$ cat src/rtl/microwave_controller_pkg.sv
// microwave_controller_pkg: state encodings and BCD constants shared by the controller and display blocks
package microwave_controller_pkg;
    typedef enum logic [2:0] {
        IDLE  = 3'd0,
        ENTRY = 3'd1,
        COOK  = 3'd2,
        PAUSE = 3'd3,
        DONE  = 3'd4
    } state_t;
    localparam logic [3:0] BCD_NINE = 4'd9;
    localparam logic [3:0] BCD_FIVE = 4'd5;
endpackage

$ cat src/rtl/microwave_controller_bcd_time_down.sv
// bcd_time_down: combinational M:SS one-second decrement with a zero flag
//  min_ones/sec_tens/sec_ones : current BCD time
//  dec_*                      : time minus one second, held at 0:00
//  zero                       : current time is 0:00
module bcd_time_down
    import microwave_controller_pkg::*;
(
    input  logic [3:0] min_ones,
    input  logic [3:0] sec_tens,
    input  logic [3:0] sec_ones,
    output logic [3:0] dec_min_ones,
    output logic [3:0] dec_sec_tens,
    output logic [3:0] dec_sec_ones,
    output logic       zero
);
    logic borrow_s;
    logic borrow_t;

    assign zero     = ~|{min_ones, sec_tens, sec_ones};
    assign borrow_s = sec_ones == 4'd0;
    assign borrow_t = borrow_s && sec_tens == 4'd0;

    // Tens digit wraps to 5 on a borrow, so a tens value above 5 simply counts down
    assign dec_sec_ones = zero ? 4'd0 : borrow_s ? BCD_NINE : sec_ones - 4'd1;
    assign dec_sec_tens = zero ? 4'd0 : !borrow_s ? sec_tens : borrow_t ? BCD_FIVE : sec_tens - 4'd1;
    assign dec_min_ones = zero ? 4'd0 : borrow_t ? min_ones - 4'd1 : min_ones;
endmodule

$ cat src/rtl/microwave_controller.sv
// microwave_controller: keypad entry, M:SS countdown and cook/pause/done sequencing for the magnetron
//  clk, clearn (sync active-low reset)
//  D/loadn        : encoder digit and active-low load strobe
//  pgt_1hz        : 1 Hz square wave, rising edge = one second
//  startn/stopn   : active-low buttons;  door_closed : 1 = latched
//  keypad_enablen : active-low encoder enable;  mag_on : magnetron;  done : beep request
//  min_ones/sec_tens/sec_ones : BCD cook time
module microwave_controller
    import microwave_controller_pkg::*;
#(
    parameter int BEEP_SECS = 3
) (
    input  logic       clk,
    input  logic       clearn,
    input  logic [3:0] D,
    input  logic       loadn,
    input  logic       pgt_1hz,
    input  logic       startn,
    input  logic       stopn,
    input  logic       door_closed,
    output logic       keypad_enablen,
    output logic       mag_on,
    output logic       done,
    output logic [3:0] min_ones,
    output logic [3:0] sec_tens,
    output logic [3:0] sec_ones
);
    localparam int BW = $clog2(BEEP_SECS + 1);
    localparam logic [BW-1:0] BEEP_LAST = BW'(BEEP_SECS - 1);

    state_t        state, state_n;
    logic          loadn_q, startn_q, stopn_q, pgt_q;
    logic          key_ok, start_p, stop_p, tick;
    logic [3:0]    mo_n, st_n, so_n;
    logic [3:0]    dec_mo, dec_st, dec_so;
    logic          zero, dec_zero;
    logic [BW-1:0] beep_cnt, beep_cnt_n;
    logic          mag_on_n, done_n, ken_n;

    assign key_ok   = loadn_q && !loadn && D <= BCD_NINE;
    assign start_p  = startn_q && !startn;
    assign stop_p   = stopn_q && !stopn;
    assign tick     = !pgt_q && pgt_1hz;
    assign dec_zero = ~|{dec_mo, dec_st, dec_so};

    bcd_time_down u_time_down (
        .min_ones     (min_ones),
        .sec_tens     (sec_tens),
        .sec_ones     (sec_ones),
        .dec_min_ones (dec_mo),
        .dec_sec_tens (dec_st),
        .dec_sec_ones (dec_so),
        .zero         (zero)
    );

    always_ff @(posedge clk) begin
        if (!clearn) begin
            state          <= IDLE;
            {min_ones, sec_tens, sec_ones} <= '0;
            beep_cnt       <= '0;
            {loadn_q, startn_q, stopn_q, pgt_q} <= 4'b1110;
            {mag_on, done, keypad_enablen} <= 3'b000;
        end else begin
            state          <= state_n;
            {min_ones, sec_tens, sec_ones} <= {mo_n, st_n, so_n};
            beep_cnt       <= beep_cnt_n;
            {loadn_q, startn_q, stopn_q, pgt_q} <= {loadn, startn, stopn, pgt_1hz};
            {mag_on, done, keypad_enablen} <= {mag_on_n, done_n, ken_n};
        end
    end

    // Event priority: stop > door open > start > key > tick
    always_comb begin
        state_n    = state;
        {mo_n, st_n, so_n} = {min_ones, sec_tens, sec_ones};
        beep_cnt_n = beep_cnt;
        unique case (state)
            IDLE, ENTRY, PAUSE: begin
                if (stop_p) begin
                    state_n = IDLE;
                    {mo_n, st_n, so_n} = '0;
                end else if (start_p && door_closed && state != IDLE && !zero) begin
                    state_n = COOK;
                end else if (key_ok) begin
                    state_n = ENTRY;
                    {mo_n, st_n, so_n} = {sec_tens, sec_ones, D};
                end
            end
            COOK: begin
                if (stop_p || !door_closed) begin
                    state_n = PAUSE;
                end else if (tick) begin
                    {mo_n, st_n, so_n} = {dec_mo, dec_st, dec_so};
                    if (dec_zero) begin
                        state_n    = DONE;
                        beep_cnt_n = '0;
                    end
                end
            end
            DONE: begin
                if (stop_p) state_n = IDLE;
                else if (tick) begin
                    if (beep_cnt == BEEP_LAST) state_n = IDLE;
                    else beep_cnt_n = beep_cnt + 1'b1;
                end
            end
            default: begin
                state_n = IDLE;
                {mo_n, st_n, so_n} = '0;
            end
        endcase
    end

    // Outputs are decoded from the next state and registered alongside it
    always_comb begin
        mag_on_n = state_n == COOK;
        done_n   = state_n == DONE;
        ken_n    = state_n == COOK || state_n == DONE;
    end
endmodule
$ cat config.mk
export PLATFORM = sky130hd
export DESIGN_NAME = microwave_controller
export DESIGN_NICKNAME = d
export VERILOG_FILES = /design/src/rtl/microwave_controller_pkg.sv /design/src/rtl/microwave_controller_bcd_time_down.sv /design/src/rtl/microwave_controller.sv
export SDC_FILE = /design/constraint.sdc
export NUM_CORES = 1
export LEC_CHECK = 0
export CAP_MARGIN = 30
export CORE_ASPECT_RATIO = 1.1
export CORE_UTILIZATION = 57
export CTS_CLUSTER_DIAMETER = 150
export DETAILED_ROUTE_END_ITERATION = 12
export MAX_ROUTING_LAYER = met4
export PLACE_DENSITY = 0.93
export SYNTH_ARGS = -nofsm -noshare
export SYNTH_HDL_FRONTEND = slang
export SYNTH_SLANG_ARGS = --single-unit
export TNS_END_PERCENT = 30
$ cat constraint.sdc
create_clock -name clk -period 3.9 [get_ports clk]
set_input_delay 0.78 -clock clk [delete_from_list [all_inputs] [get_ports clk]]
set_output_delay 0.78 -clock clk [all_outputs]
set_load 0.005 [all_outputs]
==> results of run 1 <==
## area by class of cell
cell class | count | area (um^2) | share of cell area
timing repair buffer | 27 | 265 | 0.138
clock buffer | 3 | 22.5 | 0.0117
tap | 31 | 38.8 | 0.0202
multi-input combinational | 136 | 1050 | 0.546
inverter | 9 | 33.8 | 0.0176
clock inverter | 1 | 30.0 | 0.0157
sequential | 24 | 480 | 0.251
## worst max path at each step
stage	slack, ps	cells past startpoint	start	endpoint
finish	1280	6	D[3]	sec_tens[3]$_SDFFE_PN0P_
global route	1150	6	D[3]	sec_tens[2]$_SDFFE_PN0P_
CTS	1310	6	D[3]	sec_tens[3]$_SDFFE_PN0P_
detailed placement	1010	6	D[3]	sec_tens[3]$_SDFFE_PN0P_
global placement	1130	6	D[1]	sec_tens[3]$_SDFFE_PN0P_
floorplan	1780	6	startn	sec_tens[3]$_SDFFE_PN0P_
## logic make-up (layout without fill, tap and decap cells)
| family | after synthesis | count (layout) | synth area share |
|---|---|---|---|
| buffers and inverters | 18 | 40 | 0.0454 |
| multiplexers | 2 | 2 | 0.0141 |
| adder cells (fa/ha/maj) | 6 | 6 | 0.0469 |
| AO/OA/AOI/OAI | 61 | 61 | 0.306 |
| AND/OR/NAND/NOR | 67 | 67 | 0.287 |
| flip-flops | 24 | 24 | 0.300 |
## sequential cells by signal (all words and copies together), names as in the netlist
register / count
beep_cnt: 2
done: 1
keypad_enablen: 1
loadn_q: 1
mag_on: 1
min_ones: 4
pgt_q: 1
sec_ones: 4
sec_tens: 4
startn_q: 1
state: 3
stopn_q: 1
## layer usage
| layer | share of wire | global-route usage | up-vias |
|---|---|---|---|
| met1 | 0.41 | 0.346 | 748 |
| met2 | 0.49 | 0.479 | 78 |
| met3 | 0.060 | 0.0480 | 14 |
| met4 | 0.036 | 0.158 | 0 |
| li1 | - | - | 734 |
| met5 | 0 | - | - |
## stage by stage
step | cells | hold WS [ps] | util | total power (W) | setup slack (ps)
2_1_floorplan | 178 | 469 | - | 0.000373 | 1780
3_3_place_gp | 227 | 479 | 0.726 | 0.000414 | 1130
3_5_place_dp | 227 | 492 | 0.726 | 0.000420 | 1010
4_1_cts | 231 | 522 | 0.747 | 0.000598 | 1310
5_1_grt | 231 | 542 | 0.747 | 0.000620 | 1150
6_report | 231 | 519 | 0.747 | 0.000598 | 1280
## power groups by stage
stage,registers [W],clock network (W),logic (W)
after floorplan,0.000266,0,0.000108
after global routing,0.000268,0.000189,0.000164
final,0.000266,0.000180,0.000152
after detailed placement,0.000271,0,0.000149
after global placement,0.000271,0,0.000143
after CTS,0.000266,0.000182,0.000150
## cell usage after synthesis, drive strengths merged, types with 4 or more instances
| cell | number | area share |
|---|---|---|
| o21ai | 5 | 0.016 |
| clkbuf | 6 | 0.015 |
| nor4 | 4 | 0.025 |
| nand2b | 8 | 0.031 |
| nor3b | 4 | 0.028 |
| nand3 | 7 | 0.025 |
| ha | 6 | 0.047 |
| nor2b | 8 | 0.031 |
| a22oi | 7 | 0.033 |
| nor2 | 10 | 0.023 |
| a21oi | 15 | 0.047 |
| inv | 9 | 0.021 |
| nor3 | 5 | 0.016 |
| nand2 | 5 | 0.013 |
| o2bb2ai | 11 | 0.060 |
| dfxtp | 24 | 0.30 |
## worst reg2reg max path, stage by stage (launching register included)
cell	delay (ps)
dfxtp_1	400
inv_1	140
ha_1	290
and2b_1	320
nand3_2	220
a221oi_2	450
nand3b_1	370
o2bb2ai_1	250
## cells in the final DEF (no fill, tap or decap), drive strengths merged, types with 2 or more instances in the layout
cell type      Yosys  final
clkbuf             6      3
nor3               5      5
nand2              5      5
buf                3      2
ha                 6      6
inv                9      9
a2bb2oi            2      2
nor3b              4      4
nor4               4      4
and2               3      3
nor2b              8      8
mux2               2      2
a22oi              7      7
a21o               2      2
nand2b             8      8
o21ai              5      5
a2111oi            3      3
nor4b              3      3
clkdlybuf4s50      0     25
a31o               2      2
a41o               2      2
o2bb2ai           11     11
nor2              10     10
o31ai              3      3
nand3              7      7
dfxtp             24     24
nand3b             2      2
a21oi             15     15
==> results_dict.tcl, run 1 <==
set metrics [dict create \
    switchingPower_w 0.000174 \
    cp_slowest_cell "a2111oi_0" \
    peakVddDrop_uv 288 \
    timing.setup.tns_ps 0 \
    post-route-period-util 0.672 \
    port_buffers 25 \
    slew_headroom 0.452 \
    area_delta_synth_final_pct 19.9 \
    maxCapViolations 0 \
    synth_edf_count 0 \
    drive_gt1_frac 0.120 \
    numCtsBuffers 3 \
    place_congestion 0.979 \
    crit_fanout 11 \
    yosys_warnings 0 \
    min_path_type "reg2reg" \
    hold_viol 0 \
    pwr-share-comb 0.254 \
    placed_cell_area_um2 1860 \
    critPathLaunchType "primary input" \
    crit_type "in2reg" \
    clkPwrFrac 0.301 \
    switching_share 0.292 \
    maxSlewViolCount 0 \
    cts_hold_buf 0 \
    grt_use_total 0.297 \
    rows 19 \
    cts.sinks 24 \
    end_kind "register" \
    ys_types 51 \
    initial_utilization 0.623 \
    antenna_found_initial 0 \
    postSynthAreaPerCell_um2 8.98 \
    path_buf_inv 1 \
    postRouteWirelength_um 3910 \
    drt.antenna.violating_nets 0 \
    tightest_slew_ps 802 \
    synthCells 178 \
    synth_ff_type "dfxtp_1" \
    grt_pass1_wl_um 6540 \
    die_h_um 57.6 \
    first_pass_iters 4 \
    nets 218 \
    worstPathArrival_ps 2840 \
    fp.dieW_um 52.5 \
    rr_startpoint "sec_ones[0]$_SDFFE_PN0P_" \
    final_area_um2 1920 \
    diodes 0 \
    post_cts_buffers 0 \
    dieArea_um2 3020 \
    leakage_nw 0.679 \
    num-fill-cells 190 \
    path_delay_family "compound AO/OA/AOI/OAI gates" \
    clock_path_buffers 2 \
    cts_root_buffer "clkbuf_4" \
    avgViaCountPerCell 6.81 \
    cp.required_ps 4110 \
    cts_tree "yes" \
    status "complete, no violations" \
    hold_depth 1 \
    coreArea_um2 2570 \
    yosysSeqAreaShare 0.300 \
    r2r_cells 7 \
    min_to "beep_cnt[1]$_SDFFE_PN0P_" \
    p_per_area_nw_per_um2 312 \
    drc_errors 0 \
    fin_skew_ps 2.12 \
    intPower_w 0.000423 \
    hpwl_um 2960 \
    reg2reg_slack_ps 1420 \
    ys_ff_latch 24 \
    drtIter0Drc 58 \
    cp_slowest_stage_delay_ps 760 \
    hold_path_startpoint "beep_cnt[1]$_SDFFE_PN0P_" \
    period_minus_slack_ps 2620 \
    grt_max_degree 15 \
    syn-cell-area_um2 1600 \
    first_global_vias 1441 \
    setup_viol 0 \
    grt_overflow_total 0 \
    timing.rr.end "sec_tens[0]$_SDFFE_PN0P_" \
    h-tree-depth 1 \
    cts_resized 0 \
    drt-wirelength-per-cell_um 16.9 \
    synth_nets 195 \
    fmax_mhz 381 \
    worstPathCellList "clkdlybuf4s50_1 -> o21ai_0 -> a2111oi_0 -> a221oi_2 -> nand3b_1 -> o2bb2ai_1" \
    clk_pin_slew_ps 130 \
    sequentialPowerShare 0.445 \
    ios 26 \
    rsz0062_at_grt "no" \
    async_flop_share 0 \
    insertion_delay_ps 320 \
    vias 1574 \
]
Note: power is estimated with default switching activity, not from simulation.
==> run 2, diff against run 1 <==
--- a/config.mk
+++ b/config.mk
@@ -7,11 +7,11 @@
 export LEC_CHECK = 0
 export CAP_MARGIN = 30
 export CORE_ASPECT_RATIO = 1.1
-export CORE_UTILIZATION = 57
+export CORE_UTILIZATION = 48
 export CTS_CLUSTER_DIAMETER = 150
 export DETAILED_ROUTE_END_ITERATION = 12
 export MAX_ROUTING_LAYER = met4
-export PLACE_DENSITY = 0.93
+export PLACE_DENSITY = 0.85
 export SYNTH_ARGS = -nofsm -noshare
 export SYNTH_HDL_FRONTEND = slang
 export SYNTH_SLANG_ARGS = --single-unit
==> constraint.sdc (replaced) <==
create_clock -name clk -period 2.2 [get_ports clk]
set_input_delay 0.44 -clock clk [delete_from_list [all_inputs] [get_ports clk]]
set_output_delay 0.44 -clock clk [all_outputs]
set_load 0.005 [all_outputs]
==> run 2 against run 1 <==
Total power increased by 71%. Sequential power is 74% higher. Flip-flop and latch count unchanged. Critical path type is now reg2reg. Highest routed layer unchanged. Hold slack gained 15 ps. Final area grew 11%. The flow now finishes with violations (DRC). Clock skew grew 5.5 ps. Utilization shrank 5.9 points. Sequential share of layout area down 2.5 points. Count of clock-buffer cells in the layout unchanged.
==> results_dict.tcl, run 2 (synthesis gave the netlist of run 1 again) <==
set metrics [dict create \
    coreArea_um2 3100 \
    endpoint "sec_tens[0]$_SDFFE_PN0P_" \
    area_delta_synth_final_pct 33.3 \
    fp.dieW_um 57.0 \
    total_power_w 0.00102 \
    fmax_mhz 467 \
    insertion_delay_ps 310 \
    place_congestion 0.902 \
    rows 21 \
    h-tree-depth 1 \
    avgViaCountPerCell 6.23 \
    drt-wirelength-per-cell_um 16.5 \
    path_delay_family "simple AND/OR/NAND/NOR gates" \
    stdcell_count 258 \
    diodes 0 \
    rr_startpoint "sec_tens[0]$_SDFFE_PN0P_" \
    reg2reg_slack_ps 60 \
    period_minus_slack_ps 2140 \
    vias 1608 \
    cp_slowest_stage_delay_ps 350 \
    worstPathCellList "inv_1 -> ha_4 -> nor4b_4 -> buf_4 -> nand3_2 -> a221oi_4 -> nand3b_1 -> buf_12 -> o2bb2ai_1" \
    first_global_vias 1621 \
    leakage_nw 0.802 \
    grt_use_total 0.256 \
    grt_max_degree 14 \
    crit_type "reg2reg" \
    dp_cells 252 \
    post-route-period-util 0.973 \
    maxSlewViolCount 0 \
    cts_tree "yes" \
    r2r_cells 9 \
    maxCapViolations 0 \
    p_per_area_nw_per_um2 479 \
    port_buffers 25 \
    cp.required_ps 2450 \
    whs_ps 534 \
    drive_gt1_frac 0.232 \
    tightest_slew_ps 547 \
    grt_pass1_wl_um 7160 \
    status "complete, but fails checks" \
    cp.depth 9 \
    cp_slowest_cell "a221oi_4" \
    crit_path_start "sec_tens[0]$_SDFFE_PN0P_" \
    die_h_um 62.5 \
    setup_viol 0 \
    final_common_cell "buf_4" \
    drc_errors 7 \
    critPathLaunchType "register" \
    end_kind "register" \
    min_path_type "reg2reg" \
    nets 243 \
    worstPathArrival_ps 2390 \
    cts_hold_buf 0 \
    path_buf_inv 3 \
    cts.sinks 24 \
    failed_checks "DRC" \
    postRouteWirelength_um 4260 \
    pre_cts_ws_ps -161 \
    final_cell_mix "26 x buf_4, 25 x clkdlybuf4s50_1, 24 x dfxtp_1, 15 x a21oi_1" \
    finalWorstSetupSlack_ps 59.2 \
    dieArea_um2 3570 \
    clock_path_buffers 2 \
    hold_viol 0 \
    drt.antenna.violating_nets 0 \
    crit_fanout 11 \
    peakVddDrop_uv 301 \
    first_pass_iters 8 \
    antenna_found_initial 0 \
    drtIter0Drc 124 \
    clk_pin_slew_ps 130 \
    hpwl_um 3170 \
    timing.rr.end "sec_tens[0]$_SDFFE_PN0P_" \
    cts_root_buffer "clkbuf_4" \
    grt_overflow_total 0 \
    slew_headroom 0.630 \
    ios 26 \
    numCtsBuffers 3 \
    fin_skew_ps 7.60 \
    initial_utilization 0.516 \
]
run 2: cell types whose count changed in the layout (fill, tap and decap cells not counted), sizes merged:
cell / previous run / this run
buf: 2 / 27
bufinv: 1 / 0
run 2: cell type report:
type	instances	area, um^2
multi-input cells	136	1090
fillers	251	970
flip-flops and latches	24	480
repair buffers	52	465
well taps	34	42.5
inverters	9	33.8
clock buffers	3	22.5
run 2: worst min-delay path by stage:
stage,from,end,depth (start not counted)
3_3_place_gp,beep_cnt[1]$_SDFFE_PN0P_,beep_cnt[1]$_SDFFE_PN0P_,1
6_report,beep_cnt[1]$_SDFFE_PN0P_,beep_cnt[1]$_SDFFE_PN0P_,1
5_1_grt,beep_cnt[1]$_SDFFE_PN0P_,beep_cnt[1]$_SDFFE_PN0P_,1
2_1_floorplan,beep_cnt[1]$_SDFFE_PN0P_,beep_cnt[1]$_SDFFE_PN0P_,1
4_1_cts,beep_cnt[1]$_SDFFE_PN0P_,beep_cnt[1]$_SDFFE_PN0P_,1
3_5_place_dp,beep_cnt[1]$_SDFFE_PN0P_,beep_cnt[1]$_SDFFE_PN0P_,1
run 2: worst register-to-register path, cell delays in order, from the launching register on:
cell       delay [ps]
dfxtp_1           330
inv_1             120
ha_4              160
nor4b_4           320
buf_4             180
nand3_2           120
a221oi_4          350
nand3b_1          170
buf_12            180
o2bb2ai_1         140
run 2: what timing repair did:
action / 4_1_cts / 5_1_grt
buffers inserted: 0 / 3
gates resized for setup: 0 / 7
setup endpoints to repair: 0 / 7
run 2: per-stage QoR:
stage	instance area, um^2	TNS [ps]	utilization
after global routing	2130	-356	0.687
final	2130	0	0.687
after detailed placement	2050	-1880	0.660
after floorplan	1600	0	-
after global placement	2050	-344	0.660
after CTS	2070	0	0.667
run 2: metal layers:
metal	global-route usage	wire length, um	vias to the layer above
met1	0.294	1750	773
met3	0.0207	170	14
met5	-	0	-
met4	0.101	86	0
li1	-	-	771
met2	0.453	2250	50
run 2: power breakdown:
group          leakage, nW  internal, W  switching, W  total [W]
Sequential           0.195     0.000449     0.0000139   0.000462
Clock               0.0138    0.0000640      0.000130   0.000194
Combinational        0.592     0.000182      0.000181   0.000363
Total                0.802     0.000695      0.000325    0.00102
